[config.mk]
export PLATFORM = sky130hd
export DESIGN_NAME = image_mem_arbiter
export DESIGN_NICKNAME = d
export VERILOG_FILES = /design/src/rtl/image_mem_arbiter.sv
export SDC_FILE = /design/constraint.sdc
export NUM_CORES = 1
export LEC_CHECK = 0
export CAP_MARGIN = 20
export CORE_MARGIN = 10
export CORE_UTILIZATION = 36
export DETAILED_ROUTE_END_ITERATION = 8
export PLACE_DENSITY = 0.9
export REMOVE_ABC_BUFFERS = 1
export SLEW_MARGIN = 40
export SYNTH_ARGS = -nofsm -noshare
export SYNTH_HDL_FRONTEND = slang
export SYNTH_SLANG_ARGS = --single-unit
[constraint.sdc]
create_clock -name CLOCK_50 -period 2.8 [get_ports CLOCK_50]
set_input_delay 0.56 -clock CLOCK_50 [delete_from_list [all_inputs] [get_ports CLOCK_50]]
set_output_delay 0.56 -clock CLOCK_50 [all_outputs]
set_load 0.005 [all_outputs]
[src/rtl/image_mem_arbiter.sv]
// Single-port image memory arbiter: drawing writes, inference and display reads.
// Optional clear sequencer compiled in with IMG_CLEAR_EN.
module image_mem_arbiter #(
  parameter int GRID_SIZE = 28,
  parameter int ADDR_W    = 16,
  parameter int DATA_W    = 32
) (
  input  logic              CLOCK_50,
  input  logic              reset,
  input  logic              wr_req,
  input  logic [ADDR_W-1:0] wr_addr,
  input  logic [DATA_W-1:0] wr_data,
  output logic              wr_gnt,
  input  logic              nn_req,
  input  logic [ADDR_W-1:0] nn_addr,
  output logic              nn_gnt,
  output logic [DATA_W-1:0] nn_rdata,
  output logic              nn_rvalid,
  input  logic              vga_req,
  input  logic [ADDR_W-1:0] vga_addr,
  output logic              vga_gnt,
  output logic [DATA_W-1:0] vga_rdata,
  output logic              vga_rvalid,
  input  logic              clear_start,
  output logic              clear_busy,
  output logic [ADDR_W-1:0] mem_addr,
  output logic [DATA_W-1:0] mem_wdata,
  output logic              mem_we,
  input  logic [DATA_W-1:0] mem_rdata
);

  localparam logic [ADDR_W-1:0] CELLS = ADDR_W'(GRID_SIZE * GRID_SIZE);
  localparam logic [ADDR_W-1:0] LAST  = ADDR_W'(GRID_SIZE * GRID_SIZE - 1);

  logic              arb_en;
  logic              in_clear;
  logic [ADDR_W-1:0] clr_addr;
  logic [1:0]        vga_wait;
  logic              boost;
  logic              nn_pend;
  logic              vga_pend;
  logic              rd_oob;
  logic [DATA_W-1:0] rd_data;
  logic [DATA_W-1:0] nn_hold;
  logic [DATA_W-1:0] vga_hold;

`ifdef IMG_CLEAR_EN
  typedef enum logic {ARB, CLEAR} state_t;

  state_t            state;
  state_t            state_nx;
  logic [ADDR_W-1:0] clr_cnt;

  always_ff @(posedge CLOCK_50 or posedge reset) begin
    if (reset) state <= ARB;
    else       state <= state_nx;
  end

  always_comb begin
    state_nx = state;
    unique case (state)
      ARB:   if (clear_start) state_nx = CLEAR;
      CLEAR: if (clr_cnt == LAST) state_nx = ARB;
    endcase
  end

  always_ff @(posedge CLOCK_50 or posedge reset) begin
    if (reset)                clr_cnt <= '0;
    else if (state != CLEAR)  clr_cnt <= '0;
    else if (clr_cnt == LAST) clr_cnt <= '0;
    else                      clr_cnt <= clr_cnt + ADDR_W'(1);
  end

  // clear_start wins over any request in the cycle it is seen
  assign in_clear   = (state == CLEAR);
  assign clear_busy = in_clear;
  assign clr_addr   = clr_cnt;
  assign arb_en     = !reset && (state == ARB) && !clear_start;
`else
  logic unused_clear;

  assign unused_clear = clear_start;
  assign in_clear     = 1'b0;
  assign clear_busy   = 1'b0;
  assign clr_addr     = '0;
  assign arb_en       = !reset;
`endif

  assign boost = (vga_wait == 2'd3);

  always_comb begin
    wr_gnt    = arb_en & wr_req;
    nn_gnt    = arb_en & ~wr_req & nn_req & ~(boost & vga_req);
    vga_gnt   = arb_en & ~wr_req & vga_req & (boost | ~nn_req);
    mem_addr  = '0;
    mem_wdata = '0;
    mem_we    = 1'b0;
    unique case (1'b1)
      in_clear: begin
        mem_addr = clr_addr;
        mem_we   = 1'b1;
      end
      wr_gnt: begin
        mem_addr  = wr_addr;
        mem_wdata = wr_data;
        mem_we    = (wr_addr < CELLS);
      end
      nn_gnt:  mem_addr = nn_addr;
      vga_gnt: mem_addr = vga_addr;
      default: ;
    endcase
  end

  always_ff @(posedge CLOCK_50 or posedge reset) begin
    if (reset) begin
      nn_pend  <= 1'b0;
      vga_pend <= 1'b0;
      rd_oob   <= 1'b0;
      nn_hold  <= '0;
      vga_hold <= '0;
      vga_wait <= 2'd0;
    end else begin
      nn_pend  <= nn_gnt;
      vga_pend <= vga_gnt;
      if (nn_gnt | vga_gnt) rd_oob <= (mem_addr >= CELLS);
      if (nn_pend)  nn_hold  <= rd_data;
      if (vga_pend) vga_hold <= rd_data;
      if (!vga_req || vga_gnt) vga_wait <= 2'd0;
      else if (!boost)         vga_wait <= vga_wait + 2'd1;
    end
  end

  // memory data arrives the cycle after the grant; hold it afterwards
  assign rd_data    = rd_oob ? '0 : mem_rdata;
  assign nn_rvalid  = nn_pend;
  assign vga_rvalid = vga_pend;
  assign nn_rdata   = nn_pend ? rd_data : nn_hold;
  assign vga_rdata  = vga_pend ? rd_data : vga_hold;

endmodule

* Word-level counts from Yosys, hierarchy flattened
Cells that the tools add are included.
** Word-level totals
- Logic and storage cells :: 34
- Register bits after elaboration :: 69
- Output and inout bits :: 119
** Operators by class
- Reductions and logical operators :: 3
- $add $sub $neg :: 1
- Order comparisons :: 2
- Multiplexer cells :: 8
- Bitwise logic cells :: 12
- Equality and inequality tests :: 2
** Operators with widths (number)
- 32-bit 2-to-1 mux :: 4
- 16-bit case mux with 3 select lines :: 1
- 16-bit by 10-bit greater-or-equal comparator with 1-bit output (second input constant) :: 1
- 16-bit by 10-bit < comparator with 1-bit output (second input constant) :: 1
- 1-bit AND :: 7
- 2-bit 2-to-1 mux :: 2
- 1-bit inverter :: 3
- 2-bit by 1-bit adder with 2-bit output (second input constant) :: 1
- 2-bit == test (second input constant) :: 1
- 1-bit zero test :: 2
- 2-bit by 1-bit != test with 1-bit output (second input constant) :: 1
- 1-bit OR :: 2
- 1-bit logical OR :: 1
- 1-bit 2-to-1 mux :: 1

* Logic depth before layout (Yosys ltp)
Gate-level depths: netlist of run 1.
- Word-level depth :: 6
- Gate-level depth with buffers :: 8
- Gate-level depth less buffers :: 6

* Worst setup path after synthesis of run 1
Ideal clock, no wire load.
- Path type :: input to output
- Start point :: in wr_req
- End point :: out mem_wdata[12]
- Cell stages on the path :: 5
- Buffers on the path :: 3
- Data arrival time :: 1.663 ns
- Path slack :: 0.577 ns
- Cells stage by stage :: nor2b_1 > clkbuf_1 > buf_2 > clkbuf_1 > and2_1
** On the way
- Longest elaborated chain between the ends :: 2
** RTL lines
- from (decl) :: RTL line 10 : input logic wr_req,
- 1-bit AND :: RTL line 92 : wr_gnt = arb_en & wr_req;
- 32-bit 2-to-1 mux :: RTL line 98 : unique case (1'b1)
- to (decl) :: RTL line 27 : output logic [DATA_W-1:0] mem_wdata,
Every way passes these cells.

* Worst setup path after layout of run 1
- Start point :: in nn_req
- End point :: out mem_addr[2]
** On the way
- Longest elaborated chain between the ends :: 4
- Elaborated cells between the ends (all ways) :: 6
- Those cells by class :: mux: 1; bitwise: 5
** RTL lines
- from (decl) :: RTL line 14 : input logic nn_req,
- 1-bit inverter :: RTL line 94 : vga_gnt = arb_en & ~wr_req & vga_req & (boost | ~nn_req);
- 1-bit OR :: RTL line 94
- 1-bit AND :: RTL line 94
- 16-bit case mux with 3 select lines (*) :: RTL line 98
- to (decl) :: RTL line 26 : output logic [ADDR_W-1:0] mem_addr,
Every way passes the cells marked *; elsewhere a longest branch is shown, timed or not.

==> summary.txt, run 1 <==
# IOs - 237
fillcell total - 646
vias in the first global route - 3,863
Util after Layout - 69.03%
core area - 9240 µm²
status - complete, no violations
Logic pwr share - 34.9%
commonest non-fill, non-tap cells in the layout - clkdlybuf4s50_1, dfrtp_1, mux2_2
Post-Layout Inst Area - 6379 µm²
CTS max path bufs - 2
post-synthesis async set-or-reset flop share - 100.0%
Final min period - 2.728 ns
post-synth cell types - 37
DIE AREA - 13,780 µm²
area leader, netlist - dfrtp_1
Main synth FF type - dfrtp_1
worst reg2reg path depth - 8
CTS tree - done
Synth warnings - 0
Setup CP Type - in2out
Final Max Tran Viols - 0
commonest non-fill, non-tap cell in the layout - clkdlybuf4s50_1
busiest layer in global routing - met2
net switching power figure - 828.7 µW
Max Fclk - 366.5 MHz
DRT iter0 DRCs - 98
post-detail-place hpwl - 11,640 µm
Post-synth EDFFs - 0
skew final - 0.01245 ns
maximum vdd drop - 256.6 µV
Post-Route WL - 14,250 µm
gr usage total - 20.08%
Worst EP arrival - 2.17 ns
met1 Resource Use GR - 17.73%
global placer's final weighted congestion - 0.8690
Final Hold Vio Count - 0
Post-Place Cell Area - 6118 µm²
Worst Hold Class - in2async
H-tree depth - 3
port buffer count - 234
Max Cap Viol - 0
chip width - 117.4 µm
CTS Hold Bufs - 0
Vert. Die Dim - 117.4 µm
CTS root buf - clkbuf_8
global-route wire length before repair - 22,120 µm
TritonCTS Buffers - 9
pwr dens - 491.9 nW/µm²
Routed Antenna Nets - 0
final setup fails - 0
top post-synthesis cells by area - dfrtp_1, mux2_2, and2_1, nor2b_1, a222oi_1
fin crit share - 97.44%
Synth top area share - 50.57%
vias per inst - 4.825
largest net degree at the start of global routing - 39
clk slew on worst S/H paths - 0.07 ns
worst skew pair latency - 0.34 ns
Sw Share - 26.41%
row count - 35
1st-pass router iterations - 5
Post-Syn Area - 3415 µm²
worst-path fanout max - 15
RR Startpoint - vga_wait[0]
layout cells sized above 1 - 24.95%
Int Power - 2309 µW
synthesized area per cell - 12.02 µm²
sequential-to-total area share from yosys stat - 50.57%
clock sinks - 69
nets@finish - 667
drt drc - 0
sequential fraction of design power - 38.8%
crit start category - primary input
critical path capture point type - primary output
initial antenna violation count - 2
Vias - 3,300
RSZ-0062 raised after global routing - false
Leak Pwr - 0.003041 µW
WL/cell - 20.83 µm
area delta synth->final - 86.81%
Cells after Synth - 284
met2 track utilization from global routing - 38.08%
Remaining Overflow, GRT - 0
synthesized flop and latch total - 69
starting density of the core - 36.95%
worst path required time - 2.24 ns
Clk network pwr share - 26.3%
met3 usage in global routing - 9.688%
Worst Setup SP - nn_req
## final timing paths
| kind | endpoint | slack, ns |
|---|---|---|
| min in group CLOCK_50 | nn_hold[16] | 0.50 |
| hold / removal | nn_rvalid | 0.43 |
| hold reg to reg | nn_hold[16] | 0.50 |
| max in group asynchronous | vga_hold[19] | 2.00 |
| setup / recovery | mem_addr[2] | 0.07 |
| setup reg to reg | rd_oob | 0.44 |
## kinds of logic after synthesis
family                   count (synthesis)  synth area share, %
multiplexers                            64                21.11
XOR/XNOR                                 1               0.2566
AO/OA/AOI/OAI                           25                6.853
AND/OR/NAND/NOR                         91                16.60
buffers and inverters                   32                4.141
adder cells (fa/ha/maj)                  1               0.3664
other                                    1               0.1098
flip-flops                              69                50.57
## final cells by class
class	count	area, µm²	area share (%)
Timing Repair Buffer	274	2669	41.84
Sequential cell	69	1727	27.07
Multi-Input combinational cell	183	1567	24.56
Tap cell	129	161.4	2.530
Clock buffer	10	137.6	2.158
Clock inverter	6	71.32	1.118
Inverter	11	41.29	0.6473
Antenna cell	2	5.005	0.07846
## per-layer routing
layer | part of all wire (%) | vias to the layer above
met4 | 2.2 | 0
met1 | 33 | 1600
met3 | 11 | 22
met2 | 54 | 162
li1 | - | 1516
met5 | 0 | -
## repair_timing
item	CTS	global route
setup buffers	1	4
resized for setup	55	15
setup endpoints to repair	45	16
cloned	2	0
pin swaps	4	6
## power groups by stage
stage	Clock (µW)	Combinational [µW]	Sequential, µW
floorplan	0	352	1240
global placement	0	1080	1230
detailed placement	0	1110	1240
CTS	849	1110	1220
global route	888	1180	1240
finish	824	1100	1220
## worst max-delay path, stage by stage
cell	delay, ns
clkdlybuf4s50_1	0.47
buf_4	0.13
nand2b_4	0.05
and3_4	0.23
a222oi_1	0.35
inv_1	0.10
dlygate4sd2_1	0.28
## registers in the layout, summed over array words and instances, names as in the netlist
signal and count:
vga_hold 32, vga_rvalid 1, nn_rvalid 1, vga_wait 2, rd_oob 1, nn_hold 32
## cell usage after synthesis, types with 2 or more instances
cell	number
inv_1	11
a221o_2	2
nor2b_1	34
nand4_1	2
and3_1	4
clkbuf_1	10
and2_1	37
nor2_1	3
nand3_1	3
a222oi_1	8
dfrtp_1	69
buf_2	2
nand2_1	3
buf_6	2
a221o_1	2
a32oi_1	2
buf_1	6
o22ai_1	2
mux2_2	64
## per-stage QoR
step	power, µW	setup TNS, ns	setup slack, ns	cells	hold WS (ns)
after floorplan	1591	-0.01896	-0.01849	263	0.4863
after global placement	2313	-3.465	-0.2122	659	0.4795
after detailed placement	2354	-4.234	-0.2975	659	0.4834
after CTS	3182	-0.03595	-0.03595	678	0.5021
after global routing	3305	0	0.007065	684	0.4486
final	3138	0	0.07175	684	0.4299
(Power assumes the default switching activity.)
==> inputs of run 2 (changes only) <==
--- a/config.mk
+++ b/config.mk
@@ -7,9 +7,10 @@
 export LEC_CHECK = 0
 export CAP_MARGIN = 20
 export CORE_MARGIN = 10
-export CORE_UTILIZATION = 36
+export CORE_UTILIZATION = 45
 export DETAILED_ROUTE_END_ITERATION = 8
-export PLACE_DENSITY = 0.9
+export DONT_BUFFER_PORTS = 1
+export PLACE_DENSITY = 0.68
 export REMOVE_ABC_BUFFERS = 1
 export SLEW_MARGIN = 40
 export SYNTH_ARGS = -nofsm -noshare
==> summary.txt, run 2 (synthesized netlist as in run 1, its figures left out) <==
status - complete, no violations
clock sinks - 69 (unchanged)
fillcell total - 612 (-5.3%)
CP max stage delay - 0.41 ns (-0.06 ns)
final hold slack - 0.1918 ns (-0.2381 ns)
DIE AREA - 11,470 µm² (-17%)
FF-to-FF setup slack - 0.55 ns (+0.11 ns)
commonest non-fill, non-tap cell in the layout - dfrtp_1
clk slew on worst S/H paths - 0.07 ns (about the same)
worst-path cell chain - ha_1 -> a21boi_2 -> and2_2 -> a22oi_1 -> and2_1 -> inv_1
commonest non-fill, non-tap cells in the layout - dfrtp_1, mux2_2, and2_1
slowest cell on the critical path - dfrtp_1
CTS root buf - clkbuf_8
worst-path fanout max - 12 (-3)
RR Startpoint - vga_wait[0]
biggest regs - nn_hold: 32 flops, vga_hold: 32 flops, vga_wait: 2 flops
WL/cell - 29.42 µm (+41%)
area delta synth->final - 8.575%
Slew HR - 58.12%
Final min period - 2.585 ns (-0.1431 ns)
gr usage total - 18.93% (-1.2 points)
layout cells sized above 1 - 32.87% (+7.9 points)
nets@finish - 402 (-40%)
Seq. cell area - 1727 µm² (unchanged)
core area - 7331 µm² (-21%)
critical path capture point type - primary output
Leak Pwr - 0.001771 µW (-42%)
Util after Layout - 50.57% (-18 points)
Worst Setup SP - vga_wait[0]
post-route setup slack - 0.2148 ns (+0.1431 ns)
starting density of the core - 46.58% (+9.6 points)
1st-pass router iterations - 6 (+1)
Worst-Margin Slew - 0.6273 ns
CP Buf/Inv Count - 1 (-3)
global placer's final weighted congestion - 0.8639 (-0.59%)
Final Hold Vio Count - 0 (unchanged)
vias in the first global route - 2,479 (-36%)
Remaining Overflow, GRT - 0 (unchanged)
area of the multi-input gates - 1550 µm² (-1.0%)
largest net degree at the start of global routing - 50 (+28%)
DRT iter0 DRCs - 199 (+100%)
initial antenna violation count - 2 (unchanged)
CTS tree - done
fin crit share - 92.33% (-5.1 points)
crit start category - flip-flop
CTS max path bufs - 2 (unchanged)
TritonCTS Buffers - 9 (unchanged)
global-route wire length before repair - 16,480 µm (-26%)
# Post-CTS Setup Buffers - 0 (-1)
worst path required time - 2.24 ns (about the same)
Post-Route WL - 11,390 µm (-20%)
port buffer count - 0 (-100%)
drt drc - 0 (unchanged)
Final Max Tran Viols - 0 (unchanged)
Post-Layout Inst Area - 3707 µm² (-42%)
Vias - 2,283 (-31%)
Routed Antenna Nets - 0 (unchanged)
chip width - 107.1 µm (-8.8%)
post-detail-place hpwl - 9264 µm (-20%)
H-tree depth - 3 (unchanged)
Max Cap Viol - 0 (unchanged)
RSZ-0062 raised after global routing - false
Worst Hold Class - in2async
worst skew pair latency - 0.33 ns (about the same)
Worst EP arrival - 2.03 ns (-0.14 ns)
Max Fclk - 386.8 MHz (+5.5%)
# IOs - 237 (unchanged)
Vert. Die Dim - 107.1 µm (-8.8%)
Setup CP Type - reg2out
maximum vdd drop - 274.6 µV (+7.0%)
Post-Place Cell Area - 3521 µm² (-42%)
Crit path max-delay family - simple AND/OR/NAND/NOR gates
final setup fails - 0 (unchanged)
Pwr Total - 2476 µW (-21%)
Setup WS pre-CTS - 0.4445 ns (+0.7420 ns)
pwr dens - 667.9 nW/µm² (+36%)
skew final - 0.002959 ns (-0.009493 ns)
vias per inst - 5.899 (+22%)
row count - 31 (-11%)
-- run 2: changes by cell type in the layout (fill, tap and decap cells not counted), moves of 3 or more --
cell / delta
clkbuf_2: -6
buf_12: -3
clkdlybuf4s50_1: -184
buf_4: -25
dlygate4sd2_1: -40
dlymetal6s2s_1: -3
-- run 2: cell type report --
class	count	area share [%]
Multi-Input combinational cell	183	41.82
Tap cell	99	3.341
Clock buffer	12	3.915
Sequential cell	69	46.57
Timing Repair Buffer	9	2.160
Inverter	11	1.114
Clock inverter	2	0.9450
Antenna cell	2	0.1350
-- run 2: stage by stage --
step	TNS, ns	cells
final	0	387
after global routing	0	387
after CTS	0	385
after detailed placement	0	371
after global placement	0	371
after floorplan	-0.01896	263
-- run 2: worst paths after layout --
kind	to	cells after the start
min in group CLOCK_50	vga_wait[0]	1
worst min-delay path	vga_wait[0]	1
worst min register to register	nn_hold[16]	1
worst max-delay path	mem_addr[15]	6
worst max register to register	rd_oob	6
max in group asynchronous	vga_hold[19]	2
-- run 2: metal layers --
metal	track usage [%]	routed length [µm]	vias to the layer above
met2	31.46	5866	166
met3	11.56	1557	16
li1	-	-	982
met4	8.511	204	0
met5	0	0	-
met1	18.41	3758	1119
-- run 2: worst reg2reg max path, cell delays in order (launching register included) --
cell and delay, ns:
dfrtp_1 0.41, ha_1 0.28, nand2b_4 0.18, and3_4 0.23, a221o_1 0.43, o41ai_2 0.40
a41oi_1 0.17
-- run 2: report_power, final --
part	leakage, µW	switching, µW	total (µW)	internal (µW)
Clock	0.0000923	324	749	425
Combinational	0.000756	302	514	212
Sequential	0.000923	46.2	1210	1170
Total	0.00177	672	2480	1800
-- run 2: timing repair --
action | 4_1_cts | 5_1_grt
setup endpoints to repair | 0 | 8
hold buffers | 0 | 0
hold endpoints to repair | 0 | 0
gates resized for setup | 0 | 1
==> inputs of run 3 (changes only) <==
--- a/config.mk
+++ b/config.mk
@@ -7,10 +7,10 @@
 export LEC_CHECK = 0
 export CAP_MARGIN = 20
 export CORE_MARGIN = 10
-export CORE_UTILIZATION = 45
+export CORE_UTILIZATION = 55
 export DETAILED_ROUTE_END_ITERATION = 8
 export DONT_BUFFER_PORTS = 1
-export PLACE_DENSITY = 0.68
+export PLACE_DENSITY = 0.78
 export REMOVE_ABC_BUFFERS = 1
 export SLEW_MARGIN = 40
 export SYNTH_ARGS = -nofsm -noshare
==> summary.txt, run 3 (synthesized netlist as in run 1, its figures left out) <==
Worst EP arrival - 2.00 ns (-0.03 ns)
global-route wire length before repair - 15,360 µm (-6.8%)
Setup CP Type - reg2out
final setup fails - 0 (unchanged)
CP max stage delay - 0.41 ns (about the same)
gr usage total - 20.15% (+1.2 points)
largest net degree at the start of global routing - 34 (-32%)
fillcell total - 477 (-22%)
clock sinks - 69 (unchanged)
core area - 5991 µm² (-18%)
worst-path fanout max - 12 (unchanged)
busiest layer in global routing - met2
commonest non-fill, non-tap cells in the layout - dfrtp_1, mux2_2, and2_1
Final Hold Vio Count - 0 (unchanged)
Post-Route WL - 10,290 µm (-9.7%)
Vias - 2,250 (-1.4%)
cell count after placement - 346 (-6.7%)
met2 track utilization from global routing - 34.02% (+2.6 points)
DIE AREA - 9759 µm² (-15%)
CTS root buf - clkbuf_8
port buffer count - 0 (unchanged)
Setup TNS - 0 ns (unchanged)
worst skew pair latency - 0.33 ns (about the same)
vias per inst - 6.181 (+4.8%)
biggest regs - nn_hold: 32 flops, vga_hold: 32 flops, vga_wait: 2 flops
TritonCTS Buffers - 9 (unchanged)
clk slew on worst S/H paths - 0.07 ns (about the same)
worst-path cell chain - ha_1 -> a21boi_2 -> and2_2 -> a22oi_1 -> and2_1 -> inv_1
post-detail-place hpwl - 8380 µm (-9.5%)
status - complete, no violations
Final min period - 2.565 ns (-0.02029 ns)
CTS tree - done
skew final - 0.006174 ns (+0.003215 ns)
DRT iter0 DRCs - 95 (-52%)
initial antenna violation count - 2 (unchanged)
post-route setup slack - 0.2351 ns (+0.02029 ns)
RSZ-0062 raised after global routing - false
pwr dens - 679.8 nW/µm² (+1.8%)
worst path required time - 2.24 ns (about the same)
area delta synth->final - 7.622%
starting density of the core - 57.00% (+10 points)
global placer's final weighted congestion - 0.8352 (-3.3%)
Setup WS pre-CTS - 0.4434 ns (-0.001124 ns)
vias in the first global route - 2,537 (+2.3%)
Worst-Margin Slew - 0.6957 ns (+0.06842 ns)
critical path capture point type - primary output
WL/cell - 28.26 µm (-4.0%)
fin crit share - 91.60% (-0.72 points)
H-tree depth - 3 (unchanged)
slowest cell on the critical path - dfrtp_1
Non-Filler Instances - 364 (-5.9%)
layout cells sized above 1 - 33.80% (+0.93 points)
Final Max Tran Viols - 0 (unchanged)
Slew HR - 53.41% (-4.7 points)
# Post-CTS Setup Buffers - 0 (unchanged)
Remaining Overflow, GRT - 0 (unchanged)
Vert. Die Dim - 98.79 µm (-7.8%)
drt drc - 0 (unchanged)
chip width - 98.79 µm (-7.8%)
nets@finish - 401 (-0.25%)
# IOs - 237 (unchanged)
Max Cap Viol - 0 (unchanged)
crit start category - flip-flop
CTS max path bufs - 2 (unchanged)
Max Fclk - 389.9 MHz (+0.79%)
Routed Antenna Nets - 0 (unchanged)
row count - 28 (-9.7%)
met1 Resource Use GR - 20.15% (+1.7 points)
commonest non-fill, non-tap cell in the layout - dfrtp_1
Worst Hold Class - in2async
1st-pass router iterations - 5 (-1)
maximum vdd drop - 407.1 µV (+48%)
Leak Pwr - 0.001757 µW (-0.80%)
met3 usage in global routing - 10.41% (-1.2 points)
==> run 3: cell types whose count changed in the layout (fill, tap and decap cells not counted) <==
| cell | before | now |
|---|---|---|
| clkbuf_1 | 2 | 0 |
| inv_6 | 0 | 1 |
| clkinvlp_4 | 0 | 4 |
| clkbuf_8 | 10 | 9 |
| buf_12 | 1 | 0 |
==> run 3: cell type report <==
class                           instances  area [µm²]  share of cell area [%]
Antenna cell                            2       5.005                  0.1362
Inverter                               11       41.29                   1.124
Multi-Input combinational cell        183        1550                   42.19
Clock inverter                          7       73.82                   2.009
Clock buffer                            9       123.9                   3.371
Timing Repair Buffer                    8       60.06                   1.634
Sequential cell                        69        1727                   46.99
Tap cell                               75       93.84                   2.554
==> run 3: power by group <==
part | internal, µW | switching, µW
combinational | 207 | 294
sequential | 1170 | 43.0
clock | 412 | 376
==> run 3: worst max-delay path, delay by kind of cell (launching register included) <==
kind	cells	cell delay (ns)
flip-flops	1	0.41
AO/OA/AOI/OAI	2	0.38
buffers and inverters	1	0.07
adder cells (fa/ha/maj)	1	0.28
AND/OR/NAND/NOR	2	0.52
==> run 3: final timing paths <==
| kind | start | end | slack (ns) | cells past startpoint |
|---|---|---|---|---|
| hold / removal | reset | vga_wait[0] | 0.16 | 1 |
| min in group CLOCK_50 | vga_req | vga_wait[0] | 0.35 | 1 |
| max in group asynchronous | reset | vga_hold[23] | 1.93 | 2 |
| hold reg to reg | vga_hold[13] | vga_hold[13] | 0.52 | 1 |
| setup / recovery | vga_wait[0] | mem_addr[15] | 0.24 | 6 |
| setup reg to reg | vga_wait[0] | rd_oob | 0.62 | 6 |
==> run 3: metrics by stage <==
step                util (%)  instance area, µm²  total power, µW  hold slack (ns)
floorplan                  -                3314             1591           0.4863
global route           61.30                3672             2647           0.2014
CTS                    61.24                3669             2544           0.1675
finish                 61.34                3675             2498           0.1646
detailed placement     57.94                3471             1747           0.5121
global placement       57.94                3471             1717           0.5060
==> run 3: timing repair <==
| item | 4_1_cts | 5_1_grt |
|---|---|---|
| endpoints found under the setup margin | 0 | 2 |
| gates resized for setup | 0 | 1 |
| hold buffers | 0 | 0 |
==> run 3: per-layer routing <==
layer	wire, µm	part of all wire [%]
met1	3464	34
met4	312	3.0
met2	5233	51
met5	0	0
met3	1276	12
